`src/rtl/vending_machine_multi_if.sv`:
```
// Front-end / actuator bundle for vending_machine_multi: keypad and coin acceptor
// inputs, dispenser and coin-return outputs, plus credit/state observation.
interface vending_machine_multi_if #(
    parameter int SEL_W    = 3,
    parameter int CREDIT_W = 6
) ();
    logic [SEL_W-1:0]    choice;
    logic                coin_valid;
    logic [3:0]          money;
    logic                cancel;
    logic                delivery;
    logic [SEL_W-1:0]    product_id;
    logic                change_valid;
    logic [3:0]          change;
    logic                coin_reject;
    logic [CREDIT_W-1:0] credit;
    logic [2:0]          states;

    modport master (
        output choice, coin_valid, money, cancel,
        input  delivery, product_id, change_valid, change, coin_reject, credit, states
    );

    modport slave (
        input  choice, coin_valid, money, cancel,
        output delivery, product_id, change_valid, change, coin_reject, credit, states
    );
endinterface

```
`src/rtl/vending_machine_multi.sv`:
```
// Multi-product vending controller: price table, Rs.5/Rs.10 credit, cancel, timeout, coin-by-coin change.
// Optional sales/refund counters are built when VM_SALES_COUNT_EN is defined.
module vending_machine_multi #(
    parameter int NUM_PRODUCTS   = 4,
    parameter int SEL_W          = 3,
    parameter int CREDIT_W       = 6,
    parameter logic [NUM_PRODUCTS*CREDIT_W-1:0] PRICES = {6'd20, 6'd15, 6'd5, 6'd10},
    parameter int TIMEOUT_CYCLES = 100
) (
    input  logic                   clk,
    input  logic                   reset,
    vending_machine_multi_if.slave bus
`ifdef VM_SALES_COUNT_EN
    ,
    output logic [15:0]            sales_count,
    output logic [15:0]            refund_count
`endif
);
    localparam int unsigned CNT_W = $clog2(TIMEOUT_CYCLES + 1);
    localparam logic [CNT_W-1:0] CNT_LAST = CNT_W'(TIMEOUT_CYCLES - 1);
    localparam logic [SEL_W-1:0] NUM_SEL  = SEL_W'(NUM_PRODUCTS);
    localparam logic [CREDIT_W-1:0] TEN   = CREDIT_W'(10);
    localparam logic [CREDIT_W-1:0] FIVE  = CREDIT_W'(5);

    typedef enum logic [2:0] {
        ST_IDLE     = 3'b000,
        ST_COLLECT  = 3'b001,
        ST_DISPENSE = 3'b010,
        ST_CHANGE   = 3'b011
    } state_t;

    state_t              state_q;
    logic [CREDIT_W-1:0] credit_q;
    logic [SEL_W-1:0]    pid_q;
    logic [CNT_W-1:0]    cnt_q;
    logic                coin_reject_q;

    logic [CREDIT_W-1:0] price_tbl [2**SEL_W];
    logic [CREDIT_W-1:0] price_cur;
    logic [CREDIT_W-1:0] credit_sum_d;
    logic [CREDIT_W-1:0] change_amt;
    logic                coin_legal;
    logic                choice_ok;

    // Unused codes (0 and above NUM_PRODUCTS) map to price 0; they are never latched.
    generate
        for (genvar gi = 0; gi < 2**SEL_W; gi++) begin : g_price
            if (gi >= 1 && gi <= NUM_PRODUCTS) begin : g_used
                assign price_tbl[gi] = PRICES[gi*CREDIT_W-1 -: CREDIT_W];
            end else begin : g_unused
                assign price_tbl[gi] = '0;
            end
        end
    endgenerate

    assign price_cur    = price_tbl[pid_q];
    assign coin_legal   = bus.coin_valid && (bus.money == 4'b0101 || bus.money == 4'b1010);
    assign credit_sum_d = credit_q + CREDIT_W'(bus.money);
    assign change_amt   = (credit_q >= TEN) ? TEN : FIVE;
    assign choice_ok    = (bus.choice != '0) && (bus.choice <= NUM_SEL);

    always_ff @(posedge clk or negedge reset) begin
        if (!reset) begin
            state_q       <= ST_IDLE;
            credit_q      <= '0;
            pid_q         <= '0;
            cnt_q         <= '0;
            coin_reject_q <= 1'b0;
        end else begin
            coin_reject_q <= 1'b0;
            case (state_q)
                ST_IDLE: begin
                    coin_reject_q <= bus.coin_valid;
                    if (choice_ok) begin
                        pid_q    <= bus.choice;
                        credit_q <= '0;
                        cnt_q    <= '0;
                        state_q  <= ST_COLLECT;
                    end
                end
                ST_COLLECT: begin
                    if (bus.cancel) begin
                        // Nothing to refund with zero credit, so return straight to IDLE.
                        coin_reject_q <= bus.coin_valid;
                        state_q       <= (credit_q != '0) ? ST_CHANGE : ST_IDLE;
                    end else if (coin_legal) begin
                        credit_q <= credit_sum_d;
                        cnt_q    <= '0;
                        if (credit_sum_d >= price_cur) begin
                            state_q <= ST_DISPENSE;
                        end
                    end else begin
                        coin_reject_q <= bus.coin_valid;
                        if (cnt_q == CNT_LAST) begin
                            state_q <= (credit_q != '0) ? ST_CHANGE : ST_IDLE;
                        end else begin
                            cnt_q <= cnt_q + 1'b1;
                        end
                    end
                end
                ST_DISPENSE: begin
                    coin_reject_q <= bus.coin_valid;
                    credit_q      <= credit_q - price_cur;
                    state_q       <= (credit_q != price_cur) ? ST_CHANGE : ST_IDLE;
                end
                ST_CHANGE: begin
                    coin_reject_q <= bus.coin_valid;
                    credit_q      <= credit_q - change_amt;
                    if (credit_q <= change_amt) begin
                        state_q <= ST_IDLE;
                    end
                end
                default: begin
                    state_q  <= ST_IDLE;
                    credit_q <= '0;
                end
            endcase
        end
    end

    assign bus.delivery     = (state_q == ST_DISPENSE);
    assign bus.product_id   = pid_q;
    assign bus.change_valid = (state_q == ST_CHANGE);
    assign bus.change       = (state_q != ST_CHANGE) ? 4'b0000 :
                              (credit_q >= TEN)      ? 4'b1010 : 4'b0101;
    assign bus.coin_reject  = coin_reject_q;
    assign bus.credit       = credit_q;
    assign bus.states       = state_q;

`ifdef VM_SALES_COUNT_EN
    logic [15:0] sales_q;
    logic [15:0] refund_q;
    logic        refund_evt;

    // Mirrors the COLLECT -> CHANGE transitions above (cancel or timeout with credit held).
    assign refund_evt = (state_q == ST_COLLECT) && (credit_q != '0) &&
                        (bus.cancel || (!coin_legal && cnt_q == CNT_LAST));

    always_ff @(posedge clk or negedge reset) begin
        if (!reset) begin
            sales_q  <= '0;
            refund_q <= '0;
        end else begin
            if (state_q == ST_DISPENSE && sales_q != 16'hFFFF) begin
                sales_q <= sales_q + 16'd1;
            end
            if (refund_evt && refund_q != 16'hFFFF) begin
                refund_q <= refund_q + 16'd1;
            end
        end
    end

    assign sales_count  = sales_q;
    assign refund_count = refund_q;
`endif
endmodule

```
`src/flat_wrapper.sv`:
```
// flat-port wrapper written by rule: the top's interface ports become plain ports
module vending_machine_multi_flat 
#(
    parameter int NUM_PRODUCTS   = 4,
    parameter int SEL_W          = 3,
    parameter int CREDIT_W       = 6,
    parameter logic [NUM_PRODUCTS*CREDIT_W-1:0] PRICES = {6'd20, 6'd15, 6'd5, 6'd10},
    parameter int TIMEOUT_CYCLES = 100
)
  (clk, reset, bus_choice, bus_coin_valid, bus_money, bus_cancel, bus_delivery, bus_product_id, bus_change_valid, bus_change, bus_coin_reject, bus_credit, bus_states);
  vending_machine_multi_if #(.SEL_W(SEL_W), .CREDIT_W(CREDIT_W)) bus_i ();
  input  logic clk;
  input  logic reset;
  input wire logic [$bits(bus_i.choice)-1:0] bus_choice;
  input wire logic [$bits(bus_i.coin_valid)-1:0] bus_coin_valid;
  input wire logic [$bits(bus_i.money)-1:0] bus_money;
  input wire logic [$bits(bus_i.cancel)-1:0] bus_cancel;
  output wire logic [$bits(bus_i.delivery)-1:0] bus_delivery;
  output wire logic [$bits(bus_i.product_id)-1:0] bus_product_id;
  output wire logic [$bits(bus_i.change_valid)-1:0] bus_change_valid;
  output wire logic [$bits(bus_i.change)-1:0] bus_change;
  output wire logic [$bits(bus_i.coin_reject)-1:0] bus_coin_reject;
  output wire logic [$bits(bus_i.credit)-1:0] bus_credit;
  output wire logic [$bits(bus_i.states)-1:0] bus_states;
  assign bus_i.choice = bus_choice;
  assign bus_i.coin_valid = bus_coin_valid;
  assign bus_i.money = bus_money;
  assign bus_i.cancel = bus_cancel;
  assign bus_delivery = bus_i.delivery;
  assign bus_product_id = bus_i.product_id;
  assign bus_change_valid = bus_i.change_valid;
  assign bus_change = bus_i.change;
  assign bus_coin_reject = bus_i.coin_reject;
  assign bus_credit = bus_i.credit;
  assign bus_states = bus_i.states;
  vending_machine_multi #(.NUM_PRODUCTS(NUM_PRODUCTS), .SEL_W(SEL_W), .CREDIT_W(CREDIT_W), .PRICES(PRICES), .TIMEOUT_CYCLES(TIMEOUT_CYCLES)) u_core (.clk(clk), .reset(reset), .bus(bus_i));
endmodule
```
`config.mk`:
```
export PLATFORM = sky130hd
export DESIGN_NAME = vending_machine_multi_flat
export DESIGN_NICKNAME = d
export VERILOG_FILES = /design/src/rtl/vending_machine_multi_if.sv /design/src/rtl/vending_machine_multi.sv /design/src/flat_wrapper.sv
export SDC_FILE = /design/constraint.sdc
export NUM_CORES = 1
export LEC_CHECK = 0
export ABC_AREA = 1
export CAP_MARGIN = 15
export CORE_ASPECT_RATIO = 0.9
export CORE_MARGIN = 1
export CORE_UTILIZATION = 59
export CTS_CLUSTER_SIZE = 24
export DETAILED_ROUTE_END_ITERATION = 7
export GPL_TIMING_DRIVEN = 0
export PLACE_DENSITY = 0.95
export SLEW_MARGIN = 30
export SYNTH_ARGS = -nofsm -noshare
export SYNTH_HDL_FRONTEND = slang
export SYNTH_SLANG_ARGS = --single-unit
```
`constraint.sdc`:
```
create_clock -name clk -period 6.6 [get_ports clk]
set_clock_uncertainty 0.15 [all_clocks]
set_input_delay 1.32 -clock clk [delete_from_list [all_inputs] [get_ports clk]]
set_output_delay 1.32 -clock clk [all_outputs]
set_load 0.02 [all_outputs]
```
==> flow_summary_export.csv <==
group,metric,value,unit
outcome,status,"completed",
power_and_ir_drop,leakagePower,1.14,nW
synthesis,synth_edf_count,0,
grt,grt_max_degree,20,
drt,drt_wl_total,4550,um
job,cap_violations,0,
drt,drtPass1Iterations,4,
floorplan,die_h,56.4,um
floorplan,io_pins,30,
synthesis,async_reset_ff_share,100,%
synthesis,syn_area,1940,um2
clock_network,hold_buffers,0,
critical_path,crit_path_start_kind,"flop",
synthesis,syn_inst,271,
synthesis,yosysMostFrequentCell,"nand2_1",
timing,worst_pin_slew,502,ps
grt,grt.overflow.total,0,
hold_path,holdCritPathClass,"flop to flop",
final_layout,final_area,2290,um2
final_layout,num_antenna_cells,0,
critical_path,crit_arrival,2500,ps
final_layout,nFillCells,224,
final_layout,area_delta_synth_final,18.3,%
timing,finalSetupViolations,0,
synthesis,synthTopCellsByArea,"dfrtp_1, nand2_1, ha_1",
critical_path,critPathBufInv,4,
drt,ant_nets,0,
synthesis,synthesis.nets,304,
drt,post_drt_via_cell_ratio,5.46,
clock_network,cts_root_buffer,"clkbuf_4",
drt,drc,0,
power_and_ir_drop,peakVddDrop,0.371,mV
critical_path,max_stage_delay,580,ps
grt,antenna_found_initial,0,
grt,grt_util_all_layers,28.8,%
synthesis,yosys.area.top_type_share,24.5,%
critical_path,cp_cell_sequence,"inv_1 -> nand2_1 -> a21oi_1 -> inv_1 -> nor2_1 -> buf_4 -> clkdlybuf4s50_1",
critical_path,crit_required,5130,ps
synthesis,synth.avg_cell_area,7.15,um2
placement,numPortBuffers,28,
timing,period_share,60.1,%
drt,wl_per_cell,13.2,um
drt,drtIter0Drc,152,
clock_network,cts.sinks,19,
synthesis,synth_largest_area_cell,"dfrtp_1",
clock_network,clk_latency,310,ps
clock_network,post_cts_buffers,0,
timing,tns,0,ps
placement,hpwl,3590,um
floorplan,rows,19,
synthesis,yosys.cell_types.count,38,
final_layout,fin_nets,337,
final_layout,multi_input_area,1240,um2
timing,fmax,0.252,GHz
clock_network,cts_resized,0,
floorplan,die_area,3520,um2
critical_path,crit_family,"buffers and inverters",
power_and_ir_drop,power,1.21,mW
grt,grt_pass1_vias,1781,
timing,fin_crit,3970,ps
clock_network,htreeDepth,1,
drt,vias,1885,
critical_path,endpoint_kind,"output port",
power_and_ir_drop,powerDensity,528,nW/um2
timing,rsz0062_at_grt,"false",
floorplan,die_x,62.4,um
timing,slew_headroom,66.5,%
critical_path,critPathMaxFanout,6,
timing,hold_violations,0,
clock_network,cts_tree,"yes",
final_layout,regArea,475,um2
synthesis,synth-seq-cells,19,
synthesis,yosys_warnings,0,
synthesis,synth_ff_type,"dfrtp_1",
placement,gp_congestion,0.893,
clock_network,path_clk_slew,120,ps
clock_network,cts_buffers,3,
floorplan,core,3090,um2
floorplan,start_util,62.7,%
clock_network,clockBufferDepth,2,
synthesis,synth_commonest_cells,"nand2_1, inv_1, dfrtp_1, ha_1, nand3_1",
final_layout,layout-drive-gt1-share,9.57,%
placement,place_area,2270,um2
synthesis,seq_area_frac_synth,24.5,%
grt,grt_pass1_wl,7960,um
critical_path,crit_top_cell,"inv_1",
critical_path,crit_path_top_delay_cell,"clkdlybuf4s50_1",
critical_path,worstSetupPathType,"flop to output port",
timing,drv_slew,0,
layer usage:
metal | wire [um] | track usage (%) | share of wire, %
met5 | 0 | 0 | 0
met4 | 112 | 12.0 | 2.5
met3 | 313 | 3.46 | 6.9
met2 | 2050 | 45.5 | 45
met1 | 2070 | 40.1 | 45
logic make-up after synthesis:
kind of cell	count (synthesis)	synth area share [%]
AND/OR/NAND/NOR	126	31.1
buffers and inverters	52	11.4
AO/OA/AOI/OAI	42	13.0
adder cells (fa/ha/maj)	22	15.4
flip-flops	19	24.5
XOR/XNOR	7	3.17
multiplexers	2	1.16
other	1	0.194
area by class of cell:
cell class              count  share of cell area (%)
repair buffers             28                    12.0
multi-input cells         200                    54.1
plain buffers               4                    1.47
flip-flops and latches     19                    20.7
clock inverters             1                   0.218
clock buffers               3                   0.983
well taps                  42                    2.29
inverters                  48                    8.19
report_power, final:
group | switching, mW | internal, mW | total, mW
clock | 0.0416 | 0.0227 | 0.0642
sequential | 0.0620 | 0.155 | 0.217
combinational | 0.554 | 0.375 | 0.929
registers in the layout, indices dropped and copies added (netlist names):
signal	count
u_core.bus.credit	6
u_core.bus.coin_reject	1
u_core.cnt_q	7
u_core.bus.product_id	3
u_core.bus.states	2
final timing paths:
kind | start | endpoint | slack, ps | cells after the start
max | u_core.bus.credit[4] | bus_change[2] | 2630 | 7
min | u_core.cnt_q[1] | u_core.cnt_q[1] | 410 | 2
max reg2reg | u_core.bus.credit[4] | u_core.bus.states[0] | 3740 | 16
min reg2reg | u_core.cnt_q[1] | u_core.cnt_q[1] | 410 | 2
max in group asynchronous | reset | u_core.bus.credit[3] | 5220 | 1
min in group asynchronous | reset | u_core.cnt_q[3] | 780 | 1
tightest hold or removal path, delay by kind of cell (launching register included):
family             cells  cell delay, ps
DFF                    1             400
AOI/OAI and AO/OA      1              70
and+or+nand+nor        1              60
through the flow:
stage	utilization (%)	setup slack [ps]	hold WS (ps)	instances
6_report	74.2	2630	406	345
5_1_grt	74.2	2380	434	345
4_1_cts	74.3	2630	402	345
3_5_place_dp	73.4	2560	372	341
3_3_place_gp	73.4	2660	357	341
2_1_floorplan	-	3370	328	271
placed cells by master, fill, tap and decap left out, drive strengths merged, types with 2 or more instances in the layout:
cell           count
xnor2              3
clkdlybuf4s50     27
nor3               2
ha                19
mux2               2
o211ai             2
a21boi             2
nand2             75
a21oi             12
nor2              20
clkbuf             3
dfrtp             19
clkinv             2
xor2               4
fa                 3
nand3             20
o21ai             20
nand4              7
buf                5
inv               47
No activity file was read; power rests on OpenSTA's default activity.
==> patch (same flow settings) <==
`TIMEOUT_CYCLES` is set to 100 in 2 places; all go to 150.
--- a/src/rtl/vending_machine_multi.sv
+++ b/src/rtl/vending_machine_multi.sv
@@ -5,7 +5,7 @@
     parameter int SEL_W          = 3,
     parameter int CREDIT_W       = 6,
     parameter logic [NUM_PRODUCTS*CREDIT_W-1:0] PRICES = {6'd20, 6'd15, 6'd5, 6'd10},
-    parameter int TIMEOUT_CYCLES = 100
+    parameter int TIMEOUT_CYCLES = 150
 ) (
     input  logic                   clk,
     input  logic                   reset,
--- a/src/flat_wrapper.sv
+++ b/src/flat_wrapper.sv
@@ -5,7 +5,7 @@
     parameter int SEL_W          = 3,
     parameter int CREDIT_W       = 6,
     parameter logic [NUM_PRODUCTS*CREDIT_W-1:0] PRICES = {6'd20, 6'd15, 6'd5, 6'd10},
-    parameter int TIMEOUT_CYCLES = 100
+    parameter int TIMEOUT_CYCLES = 150
 )
   (clk, reset, bus_choice, bus_coin_valid, bus_money, bus_cancel, bus_delivery, bus_product_id, bus_change_valid, bus_change, bus_coin_reject, bus_credit, bus_states);
   vending_machine_multi_if #(.SEL_W(SEL_W), .CREDIT_W(CREDIT_W)) bus_i ();
Check against the original RTL: same outputs for any inputs over 10 cycles, from zero or initial values and one cycle with reset low; that may be too few to reach the edited logic, so the function may still have changed.
==> patch against the original RTL <==
Design area is 0.82% lower. Critical path depth down 1. Register-to-register slack hardly changed. Sequential cell count up 1. Utilization is 0.61 points lower. First-iteration DRC count shrank 11%. Total power shrank 3.9%. Die area down 0.69%. Setup slack better by 23 ps. Routed wire length rose by 0.37%. Area after synthesis down 0.71%. Sequential power increased by 2%. Sequential share of layout area up 1.3 points.
==> patch: results (changes against the original RTL) <==
[global_routing]
grt_pass1_vias=1761  ; was 1,781
gr-usage-all-layers_pct=28.8  ; about the same

[power_and_ir_drop]
power_leakage_nw=1.14  ; about the same
p_sw_share_pct=54.2  ; was 54.3%

[placement]
gp_routability_congestion=0.937  ; was 0.893
pre_cts_ws_ps=2710  ; was 2560 ps

[layout]
drive_above_1_share_pct=9.42  ; was 9.57%
area_delta_synth_final_pct=18.2  ; was 18.3%
comb.multi_input.count=216  ; was 200
inverters=37  ; was 48
final-clk-cell-share_pct=0.991  ; was 1.20%

[synthesis]
ys_ff_latch=20  ; was 19
synth_top_cells_by_area=sky130_fd_sc_hd__dfrtp_1, sky130_fd_sc_hd__nand2_1, sky130_fd_sc_hd__ha_1  ; unchanged
synth.yosys.seq_area_share_pct=26.0  ; was 24.5%
synth.avg_cell_area_um2=6.94  ; was 7.15 um2
yosys-top-cells-count=sky130_fd_sc_hd__nand2_1, sky130_fd_sc_hd__inv_1, sky130_fd_sc_hd__nor2_1  ; was sky130_fd_sc_hd__nand2_1, sky130_fd_sc_hd__inv_1, sky130_fd_sc_hd__dfrtp_1, sky130_fd_sc_hd__ha_1, sky130_fd_sc_hd__nand3_1

[route]
vias_per_cell=5.54  ; was 5.46
drt-met1-wl_mm=2.04  ; was 2.07 mm
dr_wl_met3_um=353  ; was 313 um
detail_route.first_pass.iterations=5  ; was 4

[worst_hold_path]
worst_hold_path.endpoint=u_core.cnt_q[7]  ; was u_core.cnt_q[1]

[worst_setup_path]
crit_path_max_incr_delay_ps=670  ; was 580 ps
path_max_fanout=9  ; was 6
timing.critical_path.slowest_stage_cell=sky130_fd_sc_hd__dfrtp_1  ; was sky130_fd_sc_hd__clkdlybuf4s50_1

[timing]
fin_hold_ws_ps=388  ; was 406 ps

[run_status]
run_status=complete, no violations  ; unchanged

[patch: worst max path at each step]
stage | from | to | slack (ps) | cells past startpoint
5_1_grt | u_core.bus.credit[1] | bus_change[3] | 2480 | 6
6_report | u_core.bus.credit[1] | bus_change[3] | 2660 | 6
4_1_cts | u_core.bus.credit[1] | bus_change[3] | 2660 | 6
3_3_place_gp | bus_money[0] | u_core.bus.states[0] | 2760 | 14
3_5_place_dp | bus_money[0] | u_core.bus.states[0] | 2710 | 15
2_1_floorplan | bus_money[0] | u_core.bus.states[0] | 3430 | 13
[patch: logic make-up after synthesis]
group                    share of synthesized area (%)
AO/OA/AOI/OAI                                     14.3
XOR/XNOR                                          3.19
adder cells (fa/ha/maj)                           16.1
buffers and inverters                             9.30
flip-flops                                        26.0
multiplexers                                      1.17
other                                            0.195
AND/OR/NAND/NOR                                   29.7
[patch: layer usage]
layer	up-vias	track usage, %
met4	0	10.3
met2	107	44.9
met1	859	40.2
met5	-	0
li1	962	-
met3	10	4.92
